$ cat config.mk
export PLATFORM = sky130hd
export DESIGN_NAME = mem_lsu
export DESIGN_NICKNAME = d
export VERILOG_FILES = /design/src/rtl/rv32_pkg.sv /design/src/rtl/load_align.sv /design/src/rtl/mem_lsu.sv
export SDC_FILE = /design/constraint.sdc
export NUM_CORES = 1
export LEC_CHECK = 0
export BUFFER_PORTS_ARGS = -buffer_cell sky130_fd_sc_hd__buf_2
export CORE_UTILIZATION = 44
export DETAILED_ROUTE_END_ITERATION = 12
export PLACE_DENSITY = 0.76
export RECOVER_POWER = 50
export SETUP_SLACK_MARGIN = 0.2
export SLEW_MARGIN = 25
export SYNTH_ARGS = -nofsm -noshare
export SYNTH_HDL_FRONTEND = slang
export SYNTH_SLANG_ARGS = --single-unit
$ cat constraint.sdc
create_clock -name clk -period 1.35 [get_ports clk]
set_input_delay 0.0675 -clock clk [delete_from_list [all_inputs] [get_ports clk]]
set_output_delay 0.0675 -clock clk [all_outputs]
set_load 0.05 [all_outputs]
$ cat src/rtl/rv32_pkg.sv
// Shared RV32I definitions: memory size codes, fault causes and
// the load/store unit state encoding.
package rv32_pkg;

  localparam logic [2:0] SZ_B  = 3'b000;
  localparam logic [2:0] SZ_H  = 3'b001;
  localparam logic [2:0] SZ_W  = 3'b010;
  localparam logic [2:0] SZ_BU = 3'b100;
  localparam logic [2:0] SZ_HU = 3'b101;

  localparam logic [1:0] FC_MISALIGN = 2'b00;
  localparam logic [1:0] FC_BUSERR   = 2'b01;
  localparam logic [1:0] FC_TIMEOUT  = 2'b10;
  localparam logic [1:0] FC_ILLSIZE  = 2'b11;

  typedef enum logic [1:0] {
    ST_IDLE = 2'd0,
    ST_WAIT = 2'd1,
    ST_RESP = 2'd2
  } lsu_state_e;

  function automatic logic size_legal(input logic [2:0] s);
    return (s == SZ_B) || (s == SZ_H) || (s == SZ_W) ||
           (s == SZ_BU) || (s == SZ_HU);
  endfunction

  function automatic logic misaligned(input logic [2:0] s,
                                      input logic [1:0] a);
    return (s[1:0] == 2'b01 && a[0]) ||
           (s[1:0] == 2'b10 && a != 2'b00);
  endfunction

endpackage

$ cat src/rtl/load_align.sv
// Selects the addressed byte/half of a read word and
// sign- or zero-extends it to 32 bits.
module load_align
  import rv32_pkg::*;
(
  input  logic [1:0]  addr_i,
  input  logic [2:0]  size_i,
  input  logic [31:0] rdata_i,
  output logic [31:0] data_o
);

  logic [7:0]  b;
  logic [15:0] h;

  always_comb begin
    b = rdata_i[{addr_i, 3'b000} +: 8];
    h = addr_i[1] ? rdata_i[31:16] : rdata_i[15:0];
    unique case (size_i)
      SZ_B:    data_o = {{24{b[7]}}, b};
      SZ_BU:   data_o = {24'd0, b};
      SZ_H:    data_o = {{16{h[15]}}, h};
      SZ_HU:   data_o = {16'd0, h};
      default: data_o = rdata_i;
    endcase
  end

endmodule

$ cat src/rtl/mem_lsu.sv
// MEM-stage load/store unit: runs EX/MEM memory requests over a
// req/ack data bus, stalls while busy, returns extended load data.
module mem_lsu
  import rv32_pkg::*;
#(
  parameter int TIMEOUT = 16
) (
  input  logic        clk,
  input  logic        rst,
  input  logic [4:0]  rd_addr_i,
  input  logic [31:0] rd_data_i,
  input  logic        rd_wen_i,
  input  logic [31:0] mem_addr_i,
  input  logic [31:0] mem_data_i,
  input  logic [2:0]  mem_size_i,
  input  logic        mem_we_i,
  input  logic        mem_re_i,
  output logic [4:0]  rd_addr_o,
  output logic [31:0] rd_data_o,
  output logic        rd_wen_o,
  output logic        stall_o,
  output logic        fault_o,
  output logic [1:0]  fault_cause_o,
  output logic        bus_req_o,
  output logic        bus_we_o,
  output logic [31:0] bus_addr_o,
  output logic [31:0] bus_wdata_o,
  output logic [3:0]  bus_be_o,
  input  logic [31:0] bus_rdata_i,
  input  logic        bus_ack_i,
  input  logic        bus_err_i
);

  localparam logic [7:0] TO_LAST = 8'(TIMEOUT - 1);

  lsu_state_e  state_q, state_d;
  logic [7:0]  cnt_q, cnt_d;
  logic [31:0] addr_q, addr_d;
  logic [31:0] wdata_q, wdata_d;
  logic [3:0]  be_q, be_d;
  logic        we_q, we_d;
  logic [2:0]  size_q, size_d;
  logic [4:0]  rda_q, rda_d;
  logic        wen_q, wen_d;
  logic [31:0] ldata_q, ldata_d;
  logic        req_q, req_d;

  logic        req;
  logic [3:0]  be_n;
  logic [31:0] wdata_n;
  logic [31:0] ld_ext;

  load_align u_align (
    .addr_i  (addr_q[1:0]),
    .size_i  (size_q),
    .rdata_i (ldata_q),
    .data_o  (ld_ext)
  );

  assign req = mem_we_i | mem_re_i;

  // Lane placement of the incoming request
  always_comb begin
    be_n    = 4'b1111;
    wdata_n = mem_data_i;
    if (mem_we_i) begin
      unique case (mem_size_i[1:0])
        2'b00: begin
          be_n    = 4'b0001 << mem_addr_i[1:0];
          wdata_n = {4{mem_data_i[7:0]}};
        end
        2'b01: begin
          be_n    = 4'b0011 << mem_addr_i[1:0];
          wdata_n = {2{mem_data_i[15:0]}};
        end
        default: begin
          be_n    = 4'b1111;
          wdata_n = mem_data_i;
        end
      endcase
    end
  end

  always_comb begin
    state_d       = state_q;
    cnt_d         = cnt_q;
    addr_d        = addr_q;
    wdata_d       = wdata_q;
    be_d          = be_q;
    we_d          = we_q;
    size_d        = size_q;
    rda_d         = rda_q;
    wen_d         = wen_q;
    ldata_d       = ldata_q;
    req_d         = req_q;
    rd_addr_o     = rd_addr_i;
    rd_data_o     = rd_data_i;
    rd_wen_o      = rd_wen_i;
    stall_o       = 1'b0;
    fault_o       = 1'b0;
    fault_cause_o = FC_MISALIGN;
    unique case (state_q)
      ST_IDLE: begin
        if (req) begin
          rd_wen_o = 1'b0;
          if (!size_legal(mem_size_i)) begin
            fault_o       = 1'b1;
            fault_cause_o = FC_ILLSIZE;
          end else if (misaligned(mem_size_i, mem_addr_i[1:0])) begin
            fault_o       = 1'b1;
            fault_cause_o = FC_MISALIGN;
          end else begin
            stall_o = 1'b1;
            state_d = ST_WAIT;
            cnt_d   = 8'd0;
            addr_d  = mem_addr_i;
            wdata_d = wdata_n;
            be_d    = be_n;
            we_d    = mem_we_i;
            size_d  = mem_size_i;
            rda_d   = rd_addr_i;
            wen_d   = rd_wen_i;
            req_d   = 1'b1;
          end
        end
      end
      ST_WAIT: begin
        stall_o  = 1'b1;
        rd_wen_o = 1'b0;
        cnt_d    = cnt_q + 8'd1;
        if (bus_err_i) begin
          stall_o       = 1'b0;
          fault_o       = 1'b1;
          fault_cause_o = FC_BUSERR;
          state_d       = ST_IDLE;
          req_d         = 1'b0;
        end else if (bus_ack_i) begin
          if (!we_q) ldata_d = bus_rdata_i;
          state_d = ST_RESP;
          req_d   = 1'b0;
        end else if (cnt_q == TO_LAST) begin
          stall_o       = 1'b0;
          fault_o       = 1'b1;
          fault_cause_o = FC_TIMEOUT;
          state_d       = ST_IDLE;
          req_d         = 1'b0;
        end
      end
      ST_RESP: begin
        rd_addr_o = rda_q;
        rd_data_o = ld_ext;
        rd_wen_o  = wen_q & ~we_q;
        state_d   = ST_IDLE;
      end
      default: state_d = ST_IDLE;
    endcase
    if (rst) begin
      rd_wen_o      = 1'b0;
      stall_o       = 1'b0;
      fault_o       = 1'b0;
      fault_cause_o = FC_MISALIGN;
    end
  end

  always_ff @(posedge clk) begin
    if (rst) begin
      state_q <= ST_IDLE;
      cnt_q   <= 8'd0;
      addr_q  <= 32'd0;
      wdata_q <= 32'd0;
      be_q    <= 4'd0;
      we_q    <= 1'b0;
      size_q  <= SZ_W;
      rda_q   <= 5'd0;
      wen_q   <= 1'b0;
      ldata_q <= 32'd0;
      req_q   <= 1'b0;
    end else begin
      state_q <= state_d;
      cnt_q   <= cnt_d;
      addr_q  <= addr_d;
      wdata_q <= wdata_d;
      be_q    <= be_d;
      we_q    <= we_d;
      size_q  <= size_d;
      rda_q   <= rda_d;
      wen_q   <= wen_d;
      ldata_q <= ldata_d;
      req_q   <= req_d;
    end
  end

  assign bus_req_o   = req_q;
  assign bus_we_o    = we_q;
  assign bus_addr_o  = {addr_q[31:2], 2'b00};
  assign bus_wdata_o = wdata_q;
  assign bus_be_o    = be_q;

endmodule
==> results by group, run 1 <==
CTS
  – Maximum number of buffers from clock root to sink: 2
  – Total clock buffers created by CTS: 17
  – H-tree lvl count: 4
  – Clk root buf: sky130_fd_sc_hd__clkbuf_16
  – CTS sink count: around 120

Outcome
  – Result of the run: did not finish
  – Halt Stage: global routing
  – Run-stopping error: [ERROR GRT-0232] Routing congestion too high. Check the congestion heatmap in the GUI.

STA
  – GRT repair_timing worst endpoint: rd_data_o[7]
  – Category of the worst endpoint: primary output

Die
  – Effective utilization at floorplan: 0.453
  – Chip height: around 120 um
  – Die width: approximately 120 um
  – Io pins: around 260
  – Number of standard-cell rows in the floorplan: 42

GRT
  – GR Overflow Total: around 1200
  – Pin count of the biggest net entering global routing: 73
  – Overall fraction of global-route tracks in use: 0.965

Placed design
  – Cell area after placement: approximately 8500 um^2
  – Global placement routability congestion: slightly below 0.9
  – Post-DP HPWL: approximately 15000 um
  – PortBufs: approximately 250
  – Worst setup timing slack at the placement stage: -0.244 ns

Logic synthesis
  – Post-synth design cell area: around 6000 um^2
  – Synthesized area per cell: roughly 7.3 um^2
  – #FFs+latches synth: 121
  – YS warnings: 0
  – Top cells by area, synth: sky130_fd_sc_hd__dfxtp_1, sky130_fd_sc_hd__nand2_1, sky130_fd_sc_hd__a21oi_1
  – Main synth FF type: sky130_fd_sc_hd__dfxtp_1
  – Number of cells produced by synthesis: 823
  – Most area-hungry cell type in the Yosys netlist: sky130_fd_sc_hd__dfxtp_1
  – Number of distinct library cells after synthesis: between 40 and 50
  – Post-synth EDFFs: 0
  – Post-synth top area share: 0.402
  – Share of synthesized area occupied by flip-flops and latches: 0.402
  – Synth async-reset ratio: 0
cells in the mapped netlist (3+ instances only):
| cell type | n |
|---|---|
| sky130_fd_sc_hd__a211oi_1 | 4 |
| sky130_fd_sc_hd__a21oi_1 | 102 |
| sky130_fd_sc_hd__a221oi_1 | 7 |
| sky130_fd_sc_hd__a22o_1 | 8 |
| sky130_fd_sc_hd__a311oi_1 | 11 |
| sky130_fd_sc_hd__a31oi_1 | 15 |
| sky130_fd_sc_hd__buf_2 | 16 |
| sky130_fd_sc_hd__buf_4 | 33 |
| sky130_fd_sc_hd__buf_6 | 4 |
| sky130_fd_sc_hd__clkbuf_1 | 42 |
| sky130_fd_sc_hd__dfxtp_1 | 121 |
| sky130_fd_sc_hd__inv_1 | 4 |
| sky130_fd_sc_hd__mux2i_1 | 9 |
| sky130_fd_sc_hd__nand2_1 | 244 |
| sky130_fd_sc_hd__nand2b_1 | 15 |
| sky130_fd_sc_hd__nand3_1 | 46 |
| sky130_fd_sc_hd__nand3b_1 | 4 |
| sky130_fd_sc_hd__nor2_1 | 43 |
| sky130_fd_sc_hd__nor2b_1 | 14 |
| sky130_fd_sc_hd__nor3_1 | 8 |
| sky130_fd_sc_hd__nor3b_1 | 3 |
| sky130_fd_sc_hd__o211ai_1 | 3 |
| sky130_fd_sc_hd__o21ai_0 | 22 |
| sky130_fd_sc_hd__o221ai_1 | 5 |
| sky130_fd_sc_hd__o31ai_1 | 7 |
| sky130_fd_sc_hd__or4_1 | 5 |
stage by stage:
stage | utilization | std cells
CTS | 0.912 | 1440
detailed placement | 0.642 | 1249
global placement | 0.642 | 1249
floorplan | - | 824
repair_timing:
| item | in CTS |
|---|---|
| endpoints found under the setup margin | 163 |
| resized for setup | 288 |
| cloned | 18 |
| pin swaps | 100 |
| hold buffers | 103 |
| buffers inserted | 38 |
| endpoints found under the hold margin | 102 |
metal layers:
layer,global-route usage,GRT overflow
met5,0.103,1
met4,1.15,275
met3,0.652,5
met2,1.32,919
met1,0.870,2
cells by family after synthesis:
group / share of synthesized area
simple gates: 0.284
compound gates: 0.204
flops: 0.402
buf+inv: 0.0906
mux: 0.0168
fa+ha+maj: 0.00208
other cells: 0.000623
==> run 2: changes to the inputs <==
--- a/config.mk
+++ b/config.mk
@@ -6,11 +6,10 @@
 export NUM_CORES = 1
 export LEC_CHECK = 0
 export BUFFER_PORTS_ARGS = -buffer_cell sky130_fd_sc_hd__buf_2
-export CORE_UTILIZATION = 44
+export CORE_UTILIZATION = 40
 export DETAILED_ROUTE_END_ITERATION = 12
-export PLACE_DENSITY = 0.76
+export PLACE_DENSITY_LB_ADDON = 0.15
 export RECOVER_POWER = 50
-export SETUP_SLACK_MARGIN = 0.2
 export SLEW_MARGIN = 25
 export SYNTH_ARGS = -nofsm -noshare
 export SYNTH_HDL_FRONTEND = slang
==> constraint.sdc (replaced) <==
create_clock -name clk -period 1.8 [get_ports clk]
set_input_delay 0.09 -clock clk [delete_from_list [all_inputs] [get_ports clk]]
set_output_delay 0.09 -clock clk [all_outputs]
set_load 0.05 [all_outputs]
==> run 2 against run 1 <==
  * The flow now finishes, with violations (setup timing)
  * Synthesized cell count unchanged
  * Area after synthesis unchanged
==> results by group, run 2 <==
Logic synthesis
  – Main synth FF type: sky130_fd_sc_hd__dfxtp_1
  – Post-synth design cell area: 6020 um^2
  – Most frequent cell after synthesis: sky130_fd_sc_hd__nand2_1
  – #FFs+latches synth: 121
  – Synthesized area per cell: 7.31 um^2
  – Share of synthesized area occupied by flip-flops and latches: 0.402
  – Synth async-reset ratio: 0
  – Most area-hungry cell type in the Yosys netlist: sky130_fd_sc_hd__dfxtp_1
  – YS warnings: 0
  – Post-synth top area share: 0.402
  – Number of cells produced by synthesis: 823
  – Top cells by area, synth: sky130_fd_sc_hd__dfxtp_1, sky130_fd_sc_hd__nand2_1, sky130_fd_sc_hd__a21oi_1
  – Number of distinct library cells after synthesis: 47
  – Post-synth EDFFs: 0
  – Commonest cells in the netlist: sky130_fd_sc_hd__nand2_1, sky130_fd_sc_hd__dfxtp_1, sky130_fd_sc_hd__a21oi_1, sky130_fd_sc_hd__nand3_1, sky130_fd_sc_hd__nor2_1

Worst setup path
  – CP Launch Type: flip-flop
  – Required time at the worst-slack endpoint: approximately 1.7 ns
  – Crit Path Max Fanout: 6
  – Number of cells traversed by the worst register-to-register path: 6
  – CP Data Arrival Time: 1.90 ns
  – Startpoint of the lowest-slack register-to-register path: state_q[1]$_SDFFE_PP0P_
  – End of the worst register-to-register path: bus_wdata_o[16]$_SDFFE_PP0P_
  – Crit end category: primary output
  – Cell at the slowest stage of the critical path: sky130_fd_sc_hd__dfxtp_4
  – Reg2Reg Setup Slack: 0 ns
  – Maximum single-stage delay on the critical path: around 0.38 ns
  – Critical setup path kind: reg -> out
  – Ordered list of cells on the worst path: mux2i_4 -> buf_6 -> o41ai_1 -> a211oi_2 -> nor2_2 -> buf_4
  – Beginning of the critical path: addr_q[1]$_SDFFE_PP0P_

STA
  – Remaining max-slew budget at the tightest pin: 0.565
  – Final critical delay including setup and external delays: 1.99 ns
  – Top achievable clock speed: around 500 MHz
  – RSZ-0062 raised after global routing: true
  – Max Transition Viols Final: 0
  – Worst hold slack: 0.0243 ns
  – Share of the cycle needed by the critical path after routing: 1.11
  – Final Skew: around 0.0081 ns
  – Count of final hold-check violations: 0
  – Slack of the critical path: -0.194 ns
  – Final Setup Violations: 35
  – Actual transition at the worst max-transition pin: about 0.65 ns

Routing
  – Initial DRC Count: between 400 and 500
  – Vias: 7071
  – Drt first pass iters: 6
  – Average routed wire per standard cell: around 16 um
  – DRC Markers: 0
  – Vias per inst: between 5 and 6
  – Total wirelength of the detailed-routed design: 21400 um
  – Count of antenna-violating nets left after detailed routing: 0

Finish
  – End-of-flow core utilization: 0.672
  – # diodes: 0
  – Net count reported at finish: roughly 1300
  – Most used cells in the layout excluding fill and tap cells: sky130_fd_sc_hd__nand2_1, sky130_fd_sc_hd__buf_2, sky130_fd_sc_hd__dfxtp_1, sky130_fd_sc_hd__dlygate4sd3_1, sky130_fd_sc_hd__a21oi_1
  – Most frequent standard cell in the layout excluding fill and tap cells: sky130_fd_sc_hd__nand2_1
  – Area growth from synthesis to final layout: 62.9%
  – Share of final-layout standard cells stronger than drive strength 1: 0.304

CTS
  – Maximum number of buffers from clock root to sink: 2
  – Clk root buf: sky130_fd_sc_hd__clkbuf_16
  – Reg clk slew, reported paths: about 0.05 ns
  – Clock latency on the worst-skew pair: slightly above 0.4 ns
  – CTS tree: done
  – H-tree lvl count: 4
  – Total clock buffers created by CTS: 17
  – CTS sink count: ~120

GRT
  – Global-route wire length before repair: around 34000 um
  – Pin count of the biggest net entering global routing: 53
  – Overall fraction of global-route tracks in use: 0.268
  – Vias in the first global route: roughly 6800
  – GR Overflow Total: 0
  – Antenna violations before repair: 0

Die
  – Chip height: 125 um
  – Number of standard-cell rows in the floorplan: 44
  – Die width: ~120 um
  – Effective utilization at floorplan: 0.413
  – Core Area: 14600 um^2
  – Die area: between 15000 and 20000 um^2
  – Io pins: around 260

Hold path
  – Start point of the worst hold path: mem_data_i[15]
  – Cell count of the worst hold path: 3
  – Type of the most critical hold path: in -> reg
  – Worst-case hold path end point: bus_wdata_o[15]$_SDFFE_PP0P_

Power
  – Power per cell area: around 830 nW/um^2
  – VDD IR-drop max: 0.572 mV
  – Power consumption: around 0.0082 W
  – Static leakage: a little under 4 nW

Placed design
  – Global placement routability congestion: between 0.8 and 0.9
  – PortBufs: ~250
  – Worst setup timing slack at the placement stage: 0.0653 ns
  – Post-DP HPWL: between 10000 and 15000 um

Outcome
  – Violations in the final reports: setup timing
  – Result of the run: complete, but fails checks

Flow run
  – Reported max-cap violation count: 0
## run 2: cell counts after synthesis
No cell type changed its count.
## run 2: power by group
| part | internal (W) | switching [W] | total, W |
|---|---|---|---|
| Combinational | 0.000697 | 0.00125 | 0.00195 |
| Clock | 0.00213 | 0.00118 | 0.00330 |
| Sequential | 0.00282 | 0.0000942 | 0.00292 |
| Total | 0.00565 | 0.00252 | 0.00817 |
## run 2: critical path, delay by kind of cell, from the launching register on
family,cells,cell delay [ns]
flops,1,0.38
compound gates,2,0.47
buf+inv,2,0.34
simple gates,1,0.11
mux,1,0.20
## run 2: stage by stage
stage          instances  setup TNS, ns  cell area [um^2]
2_1_floorplan        824         -0.822              6130
3_3_place_gp        1202              0              7470
3_5_place_dp        1202              0              7470
4_1_cts             1343          -3.23              9620
5_1_grt             1347          -7.91              9800
6_report            1347          -3.94              9800
## run 2: layout make-up
type                            instances  area (um^2)
Inverter                                4         15.0
Clock inverter                          8         95.1
Multi-Input combinational cell        604         3580
Tap cell                              184          230
Sequential cell                       121         2440
Fill cell                            1230         4780
Clock buffer                           23          478
Timing Repair Buffer                  403         2970
## run 2: how the worst max path moves through the flow
stage | to
finish | rd_data_o[7]
global route | rd_data_o[7]
CTS | rd_data_o[21]
detailed placement | bus_wdata_o[16]$_SDFFE_PP0P_
global placement | rd_data_o[1]
floorplan | rd_data_o[0]
## run 2: per-layer routing
metal,global-route usage,up-vias,part of all wire
met5,0,-,0
met4,0.0992,0,0.023
met3,0.0653,38,0.062
met2,0.481,283,0.51
met1,0.306,3299,0.40
li1,-,3451,-
## run 2: repair_timing
action | CTS | global route
endpoints found under the hold margin | 103 | 0
buffers inserted | 5 | 3
pin swaps | 9 | 23
gates resized for setup | 129 | 62
setup endpoints to repair | 41 | 45
hold buffers | 103 | 0
gates cloned | 2 | 1
## run 2: cell families after synthesis
group / after synthesis / synth area share
AND/OR/NAND/NOR: 392 / 0.284
AO/OA/AOI/OAI: 199 / 0.204
flip-flops: 121 / 0.402
buffers and inverters: 99 / 0.0906
multiplexers: 10 / 0.0168
adder cells (fa/ha/maj): 1 / 0.00208
other: 1 / 0.000623
Note: power is estimated with default switching activity, not from simulation.
==> run 3: changes to the inputs <==
--- a/config.mk
+++ b/config.mk
@@ -5,8 +5,9 @@
 export SDC_FILE = /design/constraint.sdc
 export NUM_CORES = 1
 export LEC_CHECK = 0
-export BUFFER_PORTS_ARGS = -buffer_cell sky130_fd_sc_hd__buf_2
+export BUFFER_PORTS_ARGS = -buffer_cell sky130_fd_sc_hd__clkbuf_2
 export CORE_UTILIZATION = 40
+export CTS_BUF_LIST = sky130_fd_sc_hd__clkbuf_8
 export DETAILED_ROUTE_END_ITERATION = 12
 export PLACE_DENSITY_LB_ADDON = 0.15
 export RECOVER_POWER = 50
==> run 3 against run 2 <==
  * The flow still finishes with violations (setup timing)
  * Fmax down 0.66%
  * First-iteration DRC count up 0.73%
  * Sequential cell count unchanged
  * Wire length up 0.97%
  * Via count down 1.5%
  * Design area up 1.8%
  * Register-to-register slack better by 0.09 ns
  * Sequential share of layout area down 0.42 points
==> results by group, run 3 (synthesis gave the netlist of run 2 again) <==
Routing
  – Routed length on met3: roughly 1300 um
  – Average routed wire per standard cell: about 16 um
  – Count of antenna-violating nets left after detailed routing: 0
  – DRC Markers: 0
  – Top routing layer in use: met4
  – Drt first pass iters: 5
  – Total wirelength of the detailed-routed design: between 20000 and 25000 um
  – Initial DRC Count: between 400 and 500
  – Met1 routed wirelength after detailed routing: around 8500 um
  – Vias per inst: between 5 and 6
  – Vias: around 7000
  – Met2 wire length: 11200 um

Power
  – Logic gate share of total power: 0.290
  – Sequential share of power: 0.406
  – Total internal power: 0.00476 W
  – Power per cell area: approximately 700 nW/um^2
  – Switching Share: 0.336
  – Share of total power in the clock network: 0.304
  – Static leakage: 4.21 nW
  – Switching component of the power: 0.00240 W
  – VDD IR-drop max: ~0.53 mV
  – Power consumption: 0.00717 W

GRT
  – Pin count of the biggest net entering global routing: between 50 and 60
  – Overall fraction of global-route tracks in use: 0.272
  – Global-route wire length before repair: 33900 um
  – Antenna violations before repair: 0
  – Vias in the first global route: a little under 7000
  – GR Overflow Total: 0

Finish
  – Fill cell count: about 1200
  – Most used cells in the layout excluding fill and tap cells: sky130_fd_sc_hd__nand2_1, sky130_fd_sc_hd__clkbuf_2, sky130_fd_sc_hd__dfxtp_1, sky130_fd_sc_hd__dlygate4sd3_1, sky130_fd_sc_hd__a21oi_1
  – Area growth from synthesis to final layout: 65.8%
  – Post-route cell area: about 10000 um^2
  – Most frequent standard cell in the layout excluding fill and tap cells: sky130_fd_sc_hd__nand2_1
  – Share of final-layout standard cells stronger than drive strength 1: 0.363
  – # diodes: 0
  – Final Non-Filler Cells: approximately 1300
  – Net count reported at finish: between 1000 and 1500

Die
  – Core Area: between 10000 and 15000 um^2
  – Io pins: approximately 260
  – Chip height: around 120 um
  – Die width: around 120 um
  – Effective utilization at floorplan: 0.413
  – Number of standard-cell rows in the floorplan: 44
  – Die area: roughly 16000 um^2

Placed design
  – Post-DP HPWL: 13600 um
  – Global placement routability congestion: around 0.82
  – Worst setup timing slack at the placement stage: between 0.03 and 0.04 ns
  – Placed instance count: approximately 1200
  – Cell area after placement: 7680 um^2
  – PortBufs: ~250

STA
  – Slack of the critical path: -0.208 ns
  – Setup Total Neg Slack: -5.32 ns
  – Remaining max-slew budget at the tightest pin: 0.567
  – RSZ-0062 raised after global routing: true
  – Max Transition Viols Final: 0
  – Actual transition at the worst max-transition pin: roughly 0.65 ns
  – Count of final hold-check violations: 0
  – Final Skew: roughly 0.01 ns
  – Top achievable clock speed: roughly 500 MHz
  – Share of the cycle needed by the critical path after routing: 1.12
  – Final critical delay including setup and external delays: about 2 ns
  – Final Setup Violations: 35

Flow run
  – Reported max-cap violation count: 0

Hold path
  – Type of the most critical hold path: in -> reg

CTS
  – H-tree lvl count: 4
  – Total clock buffers created by CTS: 17
  – Maximum number of buffers from clock root to sink: 2
  – CTS sink count: about 120
  – CTS tree: done
  – Clock latency on the worst-skew pair: 0.44 ns
  – Reg clk slew, reported paths: around 0.06 ns
  – Clk root buf: sky130_fd_sc_hd__clkbuf_8

Worst setup path
  – Beginning of the critical path: addr_q[1]$_SDFFE_PP0P_
  – Required time at the worst-slack endpoint: 1.71 ns
  – Reg2Reg Setup Slack: 0.09 ns
  – Crit Path Max Fanout: 8
  – Startpoint of the lowest-slack register-to-register path: state_q[0]$_SDFFE_PP0P_
  – Number of cells traversed by the worst register-to-register path: 5
  – Critical setup path kind: reg -> out
  – CP Data Arrival Time: between 1.5 and 2 ns
  – Crit end category: primary output
  – End of the worst register-to-register path: cnt_q[3]$_SDFFE_PP0P_
  – Setup crit end: rd_data_o[24]
  – CP Launch Type: flip-flop

Outcome
  – Result of the run: complete, but fails checks
  – Violations in the final reports: setup timing
## run 3: cell count changes in the layout (fill, tap and decap cells not counted), moves of 4 or more
cell	previous run	this run
sky130_fd_sc_hd__clkbuf_2	1	208
sky130_fd_sc_hd__buf_2	141	1
sky130_fd_sc_hd__clkbuf_1	73	0
sky130_fd_sc_hd__buf_6	45	12
sky130_fd_sc_hd__clkbuf_8	3	22
sky130_fd_sc_hd__buf_12	6	23
sky130_fd_sc_hd__buf_8	5	21
sky130_fd_sc_hd__clkbuf_16	17	1
sky130_fd_sc_hd__nand3_2	12	8
sky130_fd_sc_hd__nand3_4	3	7
## run 3: repair_timing
item | in CTS | in global routing
pin swaps | 14 | 8
hold buffers | 105 | 0
cloned | 1 | 1
endpoints found under the hold margin | 105 | 0
resized for setup | 139 | 48
buffers inserted | 8 | 5
setup endpoints to repair | 42 | 46
## run 3: per-layer routing
metal	global-route usage	vias up
met5	0	-
met3	0.0610	47
met1	0.309	3200
met4	0.106	0
met2	0.488	255
li1	-	3460
## run 3: through the flow
stage	hold WS (ns)	utilization
3_3_place_gp	0.314	0.526
2_1_floorplan	0.214	-
5_1_grt	0.0379	0.684
6_report	0.0393	0.684
4_1_cts	0.00501	0.667
3_5_place_dp	0.319	0.526
## run 3: cell type report
type	instances	area, um^2	share of cell area
multi-input combinational	604	3650	0.366
timing repair buffer	407	3320	0.332
sequential	121	2440	0.245
clock buffer	20	275	0.0276
inverter	4	15.0	0.00150
clock inverter	6	55.1	0.00552
tap	184	230	0.0231
## run 3: worst min path at each step
stage	cells past startpoint	end	slack [ns]	from
6_report	3	addr_q[1]$_SDFFE_PP0P_	0.04	mem_addr_i[1]
5_1_grt	3	addr_q[1]$_SDFFE_PP0P_	0.04	mem_addr_i[1]
4_1_cts	3	addr_q[1]$_SDFFE_PP0P_	0.005	mem_addr_i[1]
3_5_place_dp	3	addr_q[23]$_SDFFE_PP0P_	0.32	mem_addr_i[23]
3_3_place_gp	3	addr_q[31]$_SDFFE_PP0P_	0.31	mem_addr_i[31]
2_1_floorplan	2	size_q[1]$_SDFFE_PP1P_	0.21	mem_size_i[1]
## run 3: power by group through the flow
stage / Clock, W / Sequential (W) / Combinational [W]
floorplan: 0 / 0.00318 / 0.000963
global placement: 0 / 0.00296 / 0.00170
detailed placement: 0 / 0.00297 / 0.00171
CTS: 0.00222 / 0.00291 / 0.00200
global route: 0.00234 / 0.00293 / 0.00221
finish: 0.00218 / 0.00291 / 0.00208
## run 3: worst max-delay path, cell delays in order (launching register included)
cell                      delay [ns]
sky130_fd_sc_hd__dfxtp_4        0.40
sky130_fd_sc_hd__mux2i_4        0.28
sky130_fd_sc_hd__nor3_2         0.09
sky130_fd_sc_hd__o21ai_4        0.25
sky130_fd_sc_hd__buf_8          0.19
sky130_fd_sc_hd__nand3_2        0.11
sky130_fd_sc_hd__buf_12         0.17
